[src/rtl/seq_detect_param.sv]
// Runtime-programmable serial sequence detector: shift-and-compare against a loadable pattern,
// registered (Moore) match flag and saturating match counter.
module seq_detect_param #(
  parameter int unsigned        PAT_LEN   = 4,
  parameter int unsigned        CNT_W     = 8,
  parameter logic [PAT_LEN-1:0] RESET_PAT = PAT_LEN'(4'b1011)
) (
  input  logic               clk,
  input  logic               clear,
  input  logic               in,
  input  logic               in_valid,
  input  logic               overlap,
  input  logic               load,
  input  logic [PAT_LEN-1:0] pattern,
  output logic               out,
  output logic [CNT_W-1:0]   match_count
);

  localparam int unsigned      FillW   = $clog2(PAT_LEN + 1);
  localparam logic [FillW-1:0] FillMax = FillW'(PAT_LEN - 1);
  localparam logic [CNT_W-1:0] CntMax  = '1;

  logic [PAT_LEN-1:0] pat_q, pat_d;
  logic [PAT_LEN-2:0] hist_q, hist_d;
  logic [FillW-1:0]   fill_q, fill_d;
  logic               out_q, out_d;
  logic [CNT_W-1:0]   cnt_q, cnt_d;

  logic [PAT_LEN-1:0] window;
  logic               accept;
  logic               match;

  always_comb begin
    // Oldest history bit lines up with pattern MSB, the incoming bit with pattern LSB.
    window = {hist_q, in};
    accept = in_valid & ~load;
    match  = (fill_q == FillMax) && (window == pat_q);

    pat_d  = pat_q;
    hist_d = hist_q;
    fill_d = fill_q;
    out_d  = out_q;
    cnt_d  = cnt_q;

    if (load) begin
      pat_d  = pattern;
      fill_d = '0;
      out_d  = 1'b0;
    end else if (accept) begin
      hist_d = window[PAT_LEN-2:0];
      out_d  = match;
      if (match && (cnt_q != CntMax)) begin
        cnt_d = cnt_q + CNT_W'(1);
      end
      if (match && !overlap) begin
        fill_d = '0;
      end else if (fill_q != FillMax) begin
        fill_d = fill_q + FillW'(1);
      end
    end
  end

  always_ff @(posedge clk) begin
    if (clear) begin
      pat_q  <= RESET_PAT;
      hist_q <= '0;
      fill_q <= '0;
      out_q  <= 1'b0;
      cnt_q  <= '0;
    end else begin
      pat_q  <= pat_d;
      hist_q <= hist_d;
      fill_q <= fill_d;
      out_q  <= out_d;
      cnt_q  <= cnt_d;
    end
  end

  assign out         = out_q;
  assign match_count = cnt_q;

endmodule

[config.mk]
export PLATFORM = sky130hd
export DESIGN_NAME = seq_detect_param
export DESIGN_NICKNAME = d
export VERILOG_FILES = /design/src/rtl/seq_detect_param.sv
export SDC_FILE = /design/constraint.sdc
export NUM_CORES = 1
export LEC_CHECK = 0
export BUFFER_PORTS_ARGS = -buffer_cell sky130_fd_sc_hd__buf_2
export CAP_MARGIN = 20
export CORE_MARGIN = 2
export CORE_UTILIZATION = 45
export DETAILED_ROUTE_END_ITERATION = 10
export GPL_ROUTABILITY_DRIVEN = 0
export MAX_ROUTING_LAYER = met4
export PLACE_DENSITY = 0.69
export REMOVE_ABC_BUFFERS = 1
export SETUP_SLACK_MARGIN = 0.3
export SYNTH_ARGS = -nofsm -noshare
export SYNTH_HDL_FRONTEND = slang
export SYNTH_SLANG_ARGS = --single-unit
[constraint.sdc]
create_clock -name clk -period 1.7 [get_ports clk]
set_input_delay 0.34 -clock clk [delete_from_list [all_inputs] [get_ports clk]]
set_output_delay 0.34 -clock clk [all_outputs]
set_load 0.01 [all_outputs]
Word-level counts from Yosys, hierarchy flattened
Index checks and enable logic that the tools add are counted.
- reduce and logical (&&, ||, !) cells: 9
- bitwise operators: 2
- add/sub/neg operators: 2
- multiplexer cells: 2
- eq/ne operators: 4
- operators with widths (kind ; number):
    adder 8 x 1 -> 8 bit (second input constant) ; 1
    != test 8 bit (second input constant) ; 1
    two-way mux 3 bit ; 2
    == test 4 bit ; 1
    AND reduction 2 bit ; 2
    adder 3 x 1 -> 3 bit (second input constant) ; 1
    == test 3 x 2 -> 1 bit (second input constant) ; 1
    logical AND 1 bit ; 3
    != test 3 x 2 -> 1 bit (second input constant) ; 1
    AND reduction 3 bit ; 1
    nonzero test 2 bit ; 1
    OR reduction 2 bit ; 1
    bitwise AND 1 bit ; 1
    zero test 1 bit ; 1
    inverter 1 bit ; 1
- input port bits: 10
- output and inout port bits: 9
- word-level logic and storage cells: 24
- register bits after elaboration: 19

Depth between registers and ports, before layout
Gate-level depths: netlist of run 1.
- word-level depth: 5
- depth in mapped cells: 7

Worst setup path after synthesis of run 1
Ideal clock, no wire load.
- kind: reg2reg
- start point: register fill_q[0]
- end point: register cnt_q[2], in the netlist match_count[2]
- path buffers: 1
- period minus slack after synthesis: 1582 ps
- data arrival time: 1511 ps
- library setup time: 71 ps
- cell stages (with the launch flop): 8
- setup slack: 118 ps
- cell sequence: dfxtp_1 > ha_1 > ha_1 > and3b_1 > buf_6 > nand4_4 > or3_1 > a21oi_1
- word-level cells in the longest chain between the ends: 4
- RTL lines (item ; RTL line ; text):
    start: declaration ; 25 ; logic [FillW-1:0] fill_q, fill_d;
    start signal: assignment ; 73 ; fill_q <= fill_d;
    == test 3 x 2 -> 1 bit ; 37 ; match = (fill_q == FillMax) && (window == pat_q);
    logical AND 1 bit ; 37 ;
    logical AND 1 bit ; 52 ; if (match && (cnt_q != CntMax)) begin
    AND reduction 3 bit (no source line) ; n/a ;
    end signal: assignment ; 75 ; cnt_q <= cnt_d;
    end: declaration ; 27 ; logic [CNT_W-1:0] cnt_q, cnt_d;
Every way passes these cells.
A chain may end at the register's enable or synchronous reset.

Worst setup path after layout of run 1
- start point: register fill_q[0]
- end point: register cnt_q[0], in the netlist match_count[0]
The elaborated chain is that of the path after synthesis.

==> flow_summary.json, run 1 <==
{
  "cts.reportedPaths.clkPinSlew_ns": 0.10,
  "synth_top_family_by_area": "simple AND/OR/NAND/NOR gates",
  "rr_worst_depth": 6,
  "fp.dieW_um": 51.4,
  "gr-total-overflow": 0,
  "hold_slack_ns": 0.235,
  "fin_worst_skew_ns": 0.00105,
  "grt_max_degree": 19,
  "synth_mux_area_share_pct": 3.97,
  "r2r_setup_slack_ns": 0.16,
  "path_class": "reg -> reg",
  "peakVddDrop_v": 0.000518,
  "synth_top_area_share_pct": 37.7,
  "slew_viol_final": 0,
  "drive_above_1_share_pct": 39.5,
  "holdPathStages": 2,
  "fmax_mhz": 651,
  "worstMarginPinSlew_ns": 0.394,
  "vias": 865,
  "core_area_um2": 2170,
  "grt_pass1_vias": 797,
  "post-place-ws_ns": 0.0569,
  "cp.required_ns": 1.94,
  "hold_class": "in -> reg",
  "syn_avg_cell_area_um2": 9.62,
  "nNetsFinal": 143,
  "cap_violations": 0,
  "cts_sinks": 19,
  "ys.flop_type": "dfxtp_1",
  "rows": 17,
  "hold_violations": 0,
  "drc": 0,
  "port_buffers": 18,
  "synth_cell_type_count": 32,
  "drt_iter0_drc": 16,
  "netlist_area_um2": 1010,
  "timing.final.ws_setup_ns": 0.164,
  "insertion_delay_ns": 0.30,
  "clock_path_buffers": 2,
  "wire_per_inst_um": 13.3,
  "min_period_ns": 1.54,
  "postSynthCellCount": 105,
  "fp.dieH_um": 51.4,
  "die_area_um2": 2640,
  "synth_most_common_cell": "dfxtp_1",
  "routed_wl_um": 2090,
  "synth_compound_area_share_pct": 19.5,
  "synthSimpleGateAreaFrac_pct": 23.9,
  "htreeDepth": 1,
  "synthToLayoutAreaGrowth_pct": 23.2,
  "numCtsBuffers": 3,
  "final_cell_area_um2": 1240,
  "hpwl_um": 1490,
  "vias_per_cell": 5.51,
  "utilization_pct": 57.3,
  "antenna_cells": 0,
  "cp_max_fo": 5,
  "power_density_nw_per_um2": 630,
  "synthTopCellsByArea": "dfxtp_1 (38%), xnor2_2 (6.4%), mux2i_1 (4.0%), ha_1 (3.7%), nor2b_1 (3.7%)",
  "outcome": "finished, final reports clean",
  "first_pass_iters": 4,
  "p_leak_nw": 0.499,
  "cts_root_buffer": "clkbuf_4",
  "use_met2_pct": 31.2,
  "netlist_top_cells_count": "dfxtp_1 (19), a21oi_1 (7), nor2_1 (6), nor2b_1 (6), o21ai_0 (6)",
  "ys_seq_elements": 19,
  "grt_pass1_wl_um": 3570,
  "cts_hold_repair.buffers": 0,
  "cts_tree": "done",
  "start_util_pct": 46.5,
  "rsz0062_at_grt": "true",
  "grt_util_met3_pct": 6.14,
  "synthArstFlopShare_pct": 0,
  "cp-end-kind": "flop",
  "synth_edf_count": 0,
  "synth_warnings": 0,
  "relSlewSlack_pct": 73.7,
  "critical_path_arrival_ns": 1.77,
  "busiest_layer": "met2",
  "pin_count": 19,
  "seq_area_frac_synth_pct": 37.7,
  "grtUsageMet1_pct": 21.5,
  "grt_usage_pct": 18.8,
  "startpoint_type": "flop",
  "yosys.area_share.adder_pct": 3.72,
  "synth_xor_xnor_area_share_pct": 7.31,
  "synth_area_leader_cell": "dfxtp_1",
  "final.setup.tns_ns": 0,
  "fin_crit_sh_pct": 90.3,
  "antenna_found_initial": 0,
  "ant_nets": 0,
  "finalSetupViolCount": 0,
  "placed_cell_area_um2": 1140
}
cells in the final DEF (no fill, tap or decap), types with 2 or more instances in the layout:
cell and count:
a211o_1 3, a21oi_1 4, a21oi_2 3, a311oi_2 2, a31oi_1 4, and3_1 3, and4_1 2, buf_2 18
buf_4 8, clkbuf_4 3, dfxtp_1 15, dfxtp_2 3, ha_4 2, inv_1 2, mux2i_1 4, nand2_1 3
nand3_1 2, nand4_1 4, nor2_1 6, nor2b_1 6, o211ai_1 3, o21ai_0 5, or3_1 4, xnor2_2 4
critical path, stage by stage (launching register included):
cell,delay (ns)
dfxtp_2,0.37
ha_4,0.14
ha_4,0.12
and3b_2,0.24
o211ai_1,0.15
or3_1,0.34
a21oi_2,0.11
per-layer routing:
metal	part of all wire (%)	vias to the layer above
li1	-	445
met1	46	396
met2	48	20
met3	4.5	4
met4	1.1	0
met5	0	-
state kept, by name (all words and copies together), names as in the netlist:
register,count
fill_q,3
hist_q,3
match_count,8
out,1
pat_q,4
final timing paths:
| path | endpoint | start |
|---|---|---|
| worst min register to register | fill_q[2] | fill_q[2] |
| worst max-delay path | match_count[0] | fill_q[0] |
| worst min-delay path | pat_q[1] | pattern[1] |
| worst max register to register | match_count[0] | fill_q[0] |
report_power, final:
part | internal [W] | switching (W) | leakage (nW)
clock network | 0.0000879 | 0.000139 | 0.0177
registers | 0.000453 | 0.00000985 | 0.157
logic | 0.0000464 | 0.0000470 | 0.325
total | 0.000588 | 0.000196 | 0.499
stage by stage:
stage	total power, W	instances
after floorplan	0.000522	99
after global placement	0.000559	150
after global routing	0.000830	157
after CTS	0.000794	155
final	0.000784	157
after detailed placement	0.000561	150
what timing repair did:
item,4_1_cts,5_1_grt
resized for setup,9,8
pin swaps,9,5
setup endpoints to repair,11,12
setup buffers,1,2
final cells by class:
class	instances	area, um^2
Clock buffer	3	22.5
Clock inverter	1	5.00
Fill cell	206	926
Inverter	2	7.51
Multi-Input combinational cell	78	636
Sequential cell	19	388
Tap cell	28	35.0
Timing Repair Buffer	26	150
kinds of logic after synthesis:
kind of cell / count (synthesis)
adder cells (fa/ha/maj): 3
buffers and inverters: 8
AND/OR/NAND/NOR: 38
XOR/XNOR: 5
AO/OA/AOI/OAI: 28
multiplexers: 4
flip-flops: 19
No activity file was read; power rests on OpenSTA's default activity.
==> run 2, diff against run 1 <==
--- a/config.mk
+++ b/config.mk
@@ -15,6 +15,7 @@
 export PLACE_DENSITY = 0.69
 export REMOVE_ABC_BUFFERS = 1
 export SETUP_SLACK_MARGIN = 0.3
+export SKIP_CTS_REPAIR_TIMING = 1
 export SYNTH_ARGS = -nofsm -noshare
 export SYNTH_HDL_FRONTEND = slang
 export SYNTH_SLANG_ARGS = --single-unit
==> constraint.sdc (replaced) <==
create_clock -name clk -period 1.7 [get_ports clk]
set_input_delay 0.255 -clock clk [delete_from_list [all_inputs] [get_ports clk]]
set_output_delay 0.255 -clock clk [all_outputs]
set_load 0.01 [all_outputs]
==> run 2 against run 1 <==
Against the previous run: sequential cell count is the same; core utilization decreased by 1.2 points; worst setup slack worse by 0.036 ns; final area fell by 2.1%; critical endpoint is now match_count[3]; largest power group unchanged.
==> flow_summary.json, run 2 (synthesized netlist as in run 1, its figures left out) <==
{
  "outcome": "finished, final reports clean",
  "swShare_pct": 23.5,
  "fin_crit_sh_pct": 92.4,
  "p_comb_share_pct": 11.2,
  "fp.dieW_um": 51.4,
  "switching_power_w": 0.000180,
  "p_leak_nw": 0.482,
  "seqPwrFrac_pct": 60.7,
  "nNetsFinal": 140,
  "insertion_delay_ns": 0.28,
  "cts_root_buffer": "clkbuf_4",
  "drt_iter0_drc": 8,
  "pin_count": 19,
  "fin_worst_skew_ns": 0.00427,
  "finalSetupViolCount": 0,
  "gr-total-overflow": 0,
  "port_buffers": 18,
  "hpwl_um": 1460,
  "min_period_ns": 1.57,
  "peakVddDrop_v": 0.000513,
  "cts_tree": "done",
  "final_cells": 154,
  "r2r_setup_slack_ns": 0.13,
  "rows": 17,
  "grt_max_degree": 19,
  "synthToLayoutAreaGrowth_pct": 20.6,
  "final_common_cell": "buf_2",
  "cap_violations": 0,
  "worstMarginPinSlew_ns": 0.359,
  "slew_viol_final": 0,
  "grt_pass1_vias": 745,
  "first_pass_iters": 4,
  "vias_per_cell": 5.53,
  "path_class": "reg -> reg",
  "cts.reportedPaths.clkPinSlew_ns": 0.10,
  "utilization_pct": 56.1,
  "largest_reg_flops": 8,
  "htreeDepth": 1,
  "hold_class": "in -> reg",
  "cp_max_fo": 6,
  "wire_per_inst_um": 13.0,
  "core_area_um2": 2170,
  "crit_chain": "ha_4 > ha_4 > and3b_2 > nand4_4 > or3_4 > a21oi_2",
  "crit_top_cell": "ha_4",
  "critical_path_arrival_ns": 1.79,
  "numCtsBuffers": 3,
  "p_clk_share_pct": 28.2,
  "final.setup.tns_ns": 0,
  "antenna_found_initial": 0,
  "vias": 851,
  "routed_wl_um": 2000,
  "internal_power_w": 0.000586,
  "grt_usage_pct": 17.0,
  "startpoint_type": "flop",
  "final_cell_area_um2": 1220,
  "clock_path_buffers": 2,
  "power_density_nw_per_um2": 629,
  "critPathMaxStageDelay_ns": 0.41,
  "final_cell_mix": "buf_2 (18), dfxtp_1 (15), nor2b_1 (6), nor2_1 (6)",
  "fmax_mhz": 636,
  "fp.dieH_um": 51.4,
  "ant_nets": 0,
  "place_inst": 149,
  "cts_sinks": 19,
  "grt_pass1_wl_um": 3260,
  "antenna_cells": 0,
  "cp_slowest_cell": "or3_4",
  "die_area_um2": 2640,
  "relSlewSlack_pct": 76.1,
  "cp-end-kind": "flop",
  "hold_violations": 0,
  "start_util_pct": 46.5,
  "drc": 0,
  "rsz0062_at_grt": "true",
  "cp.required_ns": 1.92,
  "placed_cell_area_um2": 1130,
  "drive_above_1_share_pct": 37.3
}
-- run 2: changes by cell type in the layout (fill, tap and decap cells not counted), sizes merged --
cell / change
clkbuf: +1
buf: -3
clkinv: -1
-- run 2: layer usage --
| layer | routed length, um | GRT usage, % |
|---|---|---|
| met3 | 66 | 3.51 |
| met5 | 0 | - |
| met2 | 948 | 28.0 |
| met4 | 50 | 7.89 |
| met1 | 934 | 19.8 |
-- run 2: critical path: cells and delay by family, from the launching register on --
kind	cells	cell delay, ns
flops	1	0.37
simple gates	3	0.79
compound gates	1	0.11
fa+ha+maj	2	0.25
-- run 2: area by class of cell --
| cell class | instances | area [um^2] |
|---|---|---|
| clock buffers | 4 | 26.3 |
| repair buffers | 23 | 128 |
| multi-input cells | 78 | 636 |
| fillers | 197 | 952 |
| well taps | 28 | 35.0 |
| inverters | 2 | 7.51 |
| flip-flops and latches | 19 | 385 |
-- run 2: final timing paths --
check                                      end       start  cells past startpoint
worst max-delay path            match_count[3]   fill_q[1]                      6
worst min-delay path                  pat_q[1]  pattern[1]                      2
worst max register to register  match_count[3]   fill_q[1]                      6
worst min register to register       fill_q[2]   fill_q[2]                      1
-- run 2: stage by stage --
stage | total power (W) | hold slack (ns) | setup WS [ns]
final | 0.000766 | 0.174 | 0.129
after global routing | 0.000815 | 0.170 | 0.0301
after CTS | 0.000774 | 0.168 | 0.0229
after detailed placement | 0.000558 | 0.457 | 0.0549
after global placement | 0.000555 | 0.453 | 0.108
after floorplan | 0.000522 | 0.323 | 0.0812
-- run 2: power groups by stage --
stage               clock, W  sequential (W)  combinational (W)
floorplan                  0        0.000473          0.0000491
global placement           0        0.000474          0.0000811
detailed placement         0        0.000474          0.0000837
CTS                 0.000227        0.000464          0.0000837
global route        0.000254        0.000467          0.0000941
finish              0.000216        0.000465          0.0000856
==> run 3, diff against run 2 <==
--- a/config.mk
+++ b/config.mk
@@ -6,16 +6,18 @@
 export NUM_CORES = 1
 export LEC_CHECK = 0
 export BUFFER_PORTS_ARGS = -buffer_cell sky130_fd_sc_hd__buf_2
-export CAP_MARGIN = 20
+export CELL_PAD_IN_SITES_DETAIL_PLACEMENT = 1
+export CELL_PAD_IN_SITES_GLOBAL_PLACEMENT = 1
 export CORE_MARGIN = 2
-export CORE_UTILIZATION = 45
+export CORE_UTILIZATION = 36
 export DETAILED_ROUTE_END_ITERATION = 10
 export GPL_ROUTABILITY_DRIVEN = 0
 export MAX_ROUTING_LAYER = met4
-export PLACE_DENSITY = 0.69
+export PLACE_DENSITY_LB_ADDON = 0.1
 export REMOVE_ABC_BUFFERS = 1
 export SETUP_SLACK_MARGIN = 0.3
 export SKIP_CTS_REPAIR_TIMING = 1
 export SYNTH_ARGS = -nofsm -noshare
 export SYNTH_HDL_FRONTEND = slang
 export SYNTH_SLANG_ARGS = --single-unit
+export TNS_END_PERCENT = 10
==> run 3 against run 2 <==
Against the previous run: largest cell class unchanged; hold slack lost 0.020 ns; sequential power about the same; worst setup slack worse by 0.032 ns; sequential cell count stayed put; clock skew decreased by 0.0035 ns; critical endpoint unchanged; via count is 3.6% higher; critical path type unchanged; largest power group unchanged; count of clock-buffer cells in the layout decreased by 1; clock power increased by 10%.
==> flow_summary.json, run 3 (synthesized netlist as in run 1, its figures left out) <==
{
  "final.setup.tns_ns": 0,
  "area.sequential_um2": 383,
  "place_inst": 153,
  "grt_pass1_wl_um": 3950,
  "switching_power_w": 0.000207,
  "p_clk_share_pct": 30.1,
  "synthToLayoutAreaGrowth_pct": 20.3,
  "antenna_cells": 0,
  "fin_worst_skew_ns": 0.000752,
  "rows": 19,
  "cts_sinks": 19,
  "start_util_pct": 37.3,
  "first_pass_iters": 4,
  "fp.dieW_um": 57.0,
  "outcome": "finished, final reports clean",
  "antenna_found_initial": 0,
  "cap_violations": 0,
  "port_buffers": 18,
  "drt_iter0_drc": 13,
  "cp_max_fo": 6,
  "timing.final.ws_setup_ns": 0.0963,
  "rsz0062_at_grt": "true",
  "power_density_nw_per_um2": 653,
  "cts_root_buffer": "clkbuf_4",
  "hold_violations": 0,
  "routed_wl_um": 2310,
  "multi_input_area_um2": 616,
  "slew_viol_final": 0,
  "final_cells": 159,
  "final_cell_area_um2": 1210,
  "critical_path.top_delay_family": "simple AND/OR/NAND/NOR gates",
  "peakVddDrop_v": 0.000416,
  "die_area_um2": 3240,
  "grt_usage_pct": 15.9,
  "worstMarginPinSlew_ns": 0.382,
  "cp-end-kind": "flop",
  "drc": 0,
  "path_class": "reg -> reg",
  "fin_crit_sh_pct": 94.3,
  "r2r_setup_slack_ns": 0.1,
  "hpwl_um": 1720,
  "final_common_cell": "buf_2",
  "drive_above_1_share_pct": 32.8,
  "cp.required_ns": 1.94,
  "relSlewSlack_pct": 74.5,
  "startpoint_type": "flop",
  "post-place-ws_ns": 0.0200,
  "internal_power_w": 0.000586,
  "cts.reportedPaths.clkPinSlew_ns": 0.12,
  "critPathMaxStageDelay_ns": 0.39,
  "crit_chain": "ha_4 > ha_4 > and3b_2 > nand4_4 > or3_1 > a21oi_1",
  "fmax_mhz": 624,
  "num-fill-cells": 333,
  "grt_pass1_vias": 851,
  "critPathBufInv": 0,
  "hold_class": "in -> reg",
  "utilization_pct": 44.8,
  "placed_cell_area_um2": 1140,
  "vias_per_cell": 5.55,
  "crit_top_cell": "ha_4",
  "htreeDepth": 1,
  "nNetsFinal": 142,
  "wire_per_inst_um": 14.5,
  "clock_path_buffers": 2,
  "swShare_pct": 26.1,
  "insertion_delay_ns": 0.30,
  "p_comb_share_pct": 11.3,
  "gr-total-overflow": 0,
  "final_cell_mix": "buf_2 (18), dfxtp_1 (17), a21oi_1 (7), buf_4 (7)",
  "ant_nets": 0,
  "p_leak_nw": 0.496,
  "core_area_um2": 2710,
  "critical_path_arrival_ns": 1.85,
  "grt_max_degree": 19,
  "pin_count": 19,
  "numCtsBuffers": 3,
  "vias": 882,
  "seqPwrFrac_pct": 58.7,
  "largest_reg_flops": 8,
  "fp.dieH_um": 57.0,
  "cts_tree": "done",
  "finalSetupViolCount": 0,
  "cp_slowest_cell": "or3_1",
  "min_period_ns": 1.60
}
run 3: cell types whose count changed in the layout (fill, tap and decap cells not counted), moves of 2 or more:
cell | before | now
a21oi_1 | 5 | 7
a21oi_2 | 2 | 0
buf_4 | 5 | 7
dfxtp_1 | 15 | 17
dfxtp_2 | 4 | 2
run 3: power groups by stage:
stage / logic (W) / clock network, W / registers, W
6_report: 0.0000895 / 0.000238 / 0.000465
5_1_grt: 0.0000997 / 0.000273 / 0.000467
4_1_cts: 0.0000884 / 0.000253 / 0.000464
3_5_place_dp: 0.0000878 / 0 / 0.000474
3_3_place_gp: 0.0000860 / 0 / 0.000474
2_1_floorplan: 0.0000491 / 0 / 0.000473
run 3: per-layer routing:
metal / wire length [um] / part of all wire [%] / global-route usage (%) / up-vias
met3: 93 / 4.0 / 4.08 / 2
met2: 1110 / 48 / 25.6 / 16
met5: 0 / 0 / - / -
met1: 1090 / 47 / 20.3 / 423
li1: - / - / - / 441
met4: 17 / 0.74 / 2.99 / 0
run 3: final cells by class:
cell class / instances / share of cell area [%]
Tap cell: 31 / 3.19
Sequential cell: 19 / 31.5
Inverter: 2 / 0.618
Multi-Input combinational cell: 78 / 50.7
Clock buffer: 3 / 1.85
Clock inverter: 1 / 0.412
Timing Repair Buffer: 25 / 11.7
run 3: through the flow:
| step | total power, W | hold slack (ns) |
|---|---|---|
| after CTS | 0.000805 | 0.143 |
| after global placement | 0.000560 | 0.454 |
| after floorplan | 0.000522 | 0.323 |
| after detailed placement | 0.000562 | 0.458 |
| final | 0.000793 | 0.154 |
| after global routing | 0.000840 | 0.141 |
run 3: final timing paths:
path,start,to,cells after the start
worst max-delay path,fill_q[0],match_count[3],6
worst min-delay path,pattern[1],pat_q[1],2
worst max register to register,fill_q[0],match_count[3],6
worst min register to register,fill_q[2],fill_q[2],1
